### src/rtl/instr_sequencer.sv
// Program store and sequencer feeding the accumulator processor.
// Holds a small loadable program and issues one word per processor fetch
// strobe. instr updates on the fetch edge, so it is stable through the
// following decode cycle when the processor's instruction register captures it.
module instr_sequencer #(
  parameter int DEPTH   = 16,
  parameter int ADDR_W  = 4,
  parameter int INSTR_W = 11
) (
  input  logic               clk,
  input  logic               rst_n,
  input  logic               load_en,
  input  logic [ADDR_W-1:0]  load_addr,
  input  logic [INSTR_W-1:0] load_data,
  input  logic               run,
  input  logic               loop_en,
  input  logic               clear,
  input  logic               fetch,
  output logic [INSTR_W-1:0] instr,
  output logic [ADDR_W-1:0]  pc,
  output logic [ADDR_W:0]    prog_len,
  output logic               busy,
  output logic               halted
);

  localparam logic [1:0] S_IDLE = 2'd0;
  localparam logic [1:0] S_RUN  = 2'd1;
  localparam logic [1:0] S_HALT = 2'd2;

  // add #0: leaves the accumulator untouched
  localparam logic [INSTR_W-1:0] NOP = '0;
  localparam logic [ADDR_W:0]    ONE = {{ADDR_W{1'b0}}, 1'b1};

  logic [1:0]         state, state_nxt;
  logic [ADDR_W-1:0]  pc_nxt;
  logic [INSTR_W-1:0] instr_nxt;
  logic [INSTR_W-1:0] mem [DEPTH];
  logic [ADDR_W:0]    load_end;
  logic               at_last;
  logic               load_ok;

  // Loads only land while idle; a load also blocks a same-cycle run.
  assign load_ok  = (state == S_IDLE) && load_en;
  assign load_end = {1'b0, load_addr} + ONE;
  assign at_last  = ({1'b0, pc} == (prog_len - ONE));

  // Next-state / next-output decode for the sequencer.
  always_comb begin
    state_nxt = state;
    pc_nxt    = pc;
    instr_nxt = instr;
    case (state)
      S_IDLE: begin
        if (!load_en && run && (prog_len != '0)) begin
          state_nxt = S_RUN;
          pc_nxt    = '0;
        end
      end
      S_RUN: begin
        if (clear) begin
          state_nxt = S_IDLE;
          pc_nxt    = '0;
          instr_nxt = NOP;
        end else if (fetch) begin
          instr_nxt = mem[pc];
          if (!at_last) begin
            pc_nxt = pc + 1'b1;
          end else if (loop_en) begin
            pc_nxt = '0;
          end else begin
            state_nxt = S_HALT;
          end
        end
      end
      S_HALT: begin
        if (clear) begin
          state_nxt = S_IDLE;
          pc_nxt    = '0;
          instr_nxt = NOP;
        end else if (fetch) begin
          instr_nxt = NOP;
        end
      end
      default: begin
        state_nxt = S_IDLE;
        pc_nxt    = '0;
        instr_nxt = NOP;
      end
    endcase
  end

  // Sequencer registers; busy/halted are registered decodes of the next state.
  always_ff @(posedge clk or negedge rst_n) begin
    if (!rst_n) begin
      state  <= S_IDLE;
      pc     <= '0;
      instr  <= NOP;
      busy   <= 1'b0;
      halted <= 1'b0;
    end else begin
      state  <= state_nxt;
      pc     <= pc_nxt;
      instr  <= instr_nxt;
      busy   <= (state_nxt == S_RUN);
      halted <= (state_nxt == S_HALT);
    end
  end

  // Program length tracks the highest address written; reset erases it.
  always_ff @(posedge clk or negedge rst_n) begin
    if (!rst_n) begin
      prog_len <= '0;
    end else if (load_ok && (load_end > prog_len)) begin
      prog_len <= load_end;
    end
  end

  // Program store; reset clears every word so stale programs never reissue.
  always_ff @(posedge clk or negedge rst_n) begin
    if (!rst_n) begin
      for (int i = 0; i < DEPTH; i++) mem[i] <= '0;
    end else if (load_ok) begin
      mem[load_addr] <= load_data;
    end
  end

endmodule

### config.mk
export PLATFORM = sky130hd
export DESIGN_NAME = instr_sequencer
export DESIGN_NICKNAME = d
export VERILOG_FILES = /design/src/rtl/instr_sequencer.sv
export SDC_FILE = /design/constraint.sdc
export NUM_CORES = 1
export LEC_CHECK = 0
export ABC_CLOCK_PERIOD_IN_PS = 1950
export BUFFER_PORTS_ARGS = -buffer_cell sky130_fd_sc_hd__buf_2
export CAP_MARGIN = 20
export CORE_ASPECT_RATIO = 1.25
export CORE_MARGIN = 3
export CORE_UTILIZATION = 50
export DETAILED_ROUTE_END_ITERATION = 6
export PLACE_DENSITY = 0.8
export SKIP_LAST_GASP = 1
export SLEW_MARGIN = 20
export SYNTH_ARGS = -nofsm -noshare
export SYNTH_HDL_FRONTEND = slang
export SYNTH_SLANG_ARGS = --single-unit
### constraint.sdc
create_clock -name clk -period 1.95 [get_ports clk]
set_input_delay 0.0975 -clock clk [delete_from_list [all_inputs] [get_ports clk]]
set_output_delay 0.0975 -clock clk [all_outputs]
set_load 0.01 [all_outputs]
==> reports/metrics.cfg <==
[synth]
synth_seq_cells=200
async_reset_ff_share_pct=100.0
synth.area.top_cells=dfrtp_1 54%, mux2_2 22%, mux4_2 11%
netlist_instances=621
ys.flop_type=dfrtp_1
synth_compound_area_share_pct=3.330
synthMuxAreaShare_pct=34.86
synth_area_sq_um=9318
synth.most_common_cell=dfrtp_1
synth_adder_area_share_pct=1.477
syn-num-nets=654
synth_top_area_share_pct=53.71
synth_edf_count=0
yosysTopAreaCell=dfrtp_1
avgSynthCellArea_sq_um=15.00
synthSimpleGateAreaFrac_pct=3.357
synth_common_cells=200 x dfrtp_1, 180 x mux2_2, 44 x mux4_2
ys_warn_count=0
synth_xor_area_share_pct=0.6580
yosysUniqueCellTypes=47
synth_seq_area_share_pct=53.71
synth_top_family_by_area=multiplexers

[drt]
drtAntennaViolNets=0
drt_wl_total_um=21920
drc=0
drtPass1Iterations=5
drt-vias-per-instance=6.017
wl_per_cell_um=23.39
vias=5638
drt-initial-drc-count=289

[global_route]
grt_pass1_wl_um=34670
grt_start_max_net_pins=64
grt-ovfl-total=0
grt_pass1_vias=6272
track_usage_pct=22.63
antenna_found_initial=1

[sta]
skew_ns=0.007680
worst-slew-pin-transition_ns=0.5296
rsz0062_at_grt=yes
finalCritPeriodShare_pct=100.8
hold_viol_final=0
tns_ns=-0.02465
finalSetupViolations=3
fin_ws_ns=-0.01519
slew_viol_final=0
relSlewSlack_pct=64.69
max_freq_ghz=0.5089
period_needed_ns=1.965
hold-worst-slack_ns=0.07527

[floorplan]
die_h_um=158.6
rows=55
die_area_sq_um=20320
pin_count=44
start_util_pct=51.29
fp.dieW_um=128.1
coreArea_sq_um=18170

[final_layout]
area_growth_pct=17.19
final.fill_count=1307
finalCoreUtilization_pct=60.10
drive_gt1_share_pct=52.89
nets=730
antenna-diode-count=0
final_area_sq_um=10920

[power]
power_leakage_nw=5.013
ir_drop_mv=0.7199
power_density_nw_per_um2=1303

[run]
max_cap_violations=0

[place]
place_congestion=0.8664
dp_hpwl_um=14130
placed_area_sq_um=10160
portBuffers=43

[clock_tree]
cts_buffers=17
path_clk_slew_ns=0.07
cts_buffer_depth=2
htree_levels=4
cts.sinks=200
cts_tree=done
cts_root_buf=clkbuf_16
clock_latency_ns=0.43

[worst_setup_path]
worstPathCellList=inv_2, ha_4, o21ba_4, a221oi_4, o2111ai_4, o31ai_1, a22o_1
slowest_stage=o31ai_1
arrival_ns=2.33
crit_family=compound AO/OA/AOI/OAI gates
worstSetupStartpointType=flop
cp_max_fo=5
required_ns=2.32
crit_path_end_kind=flop
slowest_delay_ns=0.40
critical_path_class=flop to flop
critPathBufInv=1

[hold_path]
hold_path.class=input port to flop

[status]
status=finished, violations left
violations=negative setup slack

==> cell type report <==
| type | count | area [sq um] | area share (%) |
|---|---|---|---|
| multi-input cells | 367 | 4202 | 38.48 |
| well taps | 228 | 285.3 | 2.613 |
| flip-flops and latches | 200 | 5012 | 45.90 |
| inverters | 9 | 33.78 | 0.3094 |
| repair buffers | 102 | 830.8 | 7.609 |
| clock inverters | 10 | 95.09 | 0.8709 |
| clock buffers | 21 | 460.4 | 4.217 |
==> worst min-delay path, stage by stage <==
cell and delay, ns:
buf_2 0.13, nand2_1 0.14, o32ai_2 0.09
==> where the power goes <==
group	switching [W]	leakage, nW	total, W	internal, W
clock network	0.00151	0.275	0.00334	0.00183
logic	0.00178	2.23	0.00451	0.00273
registers	0.000818	2.51	0.00638	0.00556
total	0.00411	5.01	0.0142	0.0101
==> flip-flops by register name, summed over array words and instances (netlist names) <==
signal / flops
busy: 1
instr: 11
pc: 4
mem: 176
halted: 1
state: 2
prog_len: 5
==> timing repair <==
action	4_1_cts	5_1_grt
setup endpoints to repair	12	18
resized for setup	13	13
hold endpoints to repair	63	0
buffers inserted	0	3
pin swaps	7	8
hold buffers	4	0
==> cell families after synthesis <==
kind of cell    Yosys count
flops                   200
xor+xnor                  7
compound gates           42
buf+inv                  54
simple gates             60
mux                     247
fa+ha+maj                11
==> cells in the final DEF, fill, tap and decap left out, types with 9 or more instances in the layout <==
cell type  instances
dfrtp_1          196
mux2_2           176
mux4_2            44
buf_2             42
buf_4             42
mux2i_1           22
nand2_1           19
clkbuf_16         17
o21ai_0           13
buf_12            12
a2bb2oi_1         11
and3_1            10
ha_1               9
==> stage by stage <==
stage	std cells	power (W)	setup WS, ns
after global placement	899	0.01025	-0.05243
final	937	0.01423	-0.01519
after detailed placement	899	0.01064	-0.1454
after CTS	934	0.01416	-0.02360
after floorplan	621	0.009156	0.03002
after global routing	937	0.01499	-0.1128
==> path summary, 6_finish.rpt <==
path / from / cells past startpoint / to / slack, ns
max: prog_len[1] / 7 / pc[0] / -0.02
max in group asynchronous: rst_n / 3 / pc[0] / 1.05
max reg2reg: prog_len[1] / 7 / pc[0] / -0.02
min reg2reg: mem[21] / 1 / mem[21] / 0.50
min in group asynchronous: rst_n / 2 / mem[61] / 0.22
min: fetch / 3 / halted / 0.08
==> routing by layer <==
layer	share of wire, %	global-route usage, %	vias up	wire [um]
met2	55	40.74	138	11960
met5	0.059	0	-	13
li1	-	-	2463	-
met1	38	26.82	2988	8367
met3	3.8	3.523	47	837
met4	3.4	10.01	2	739
(Power assumes the default switching activity.)
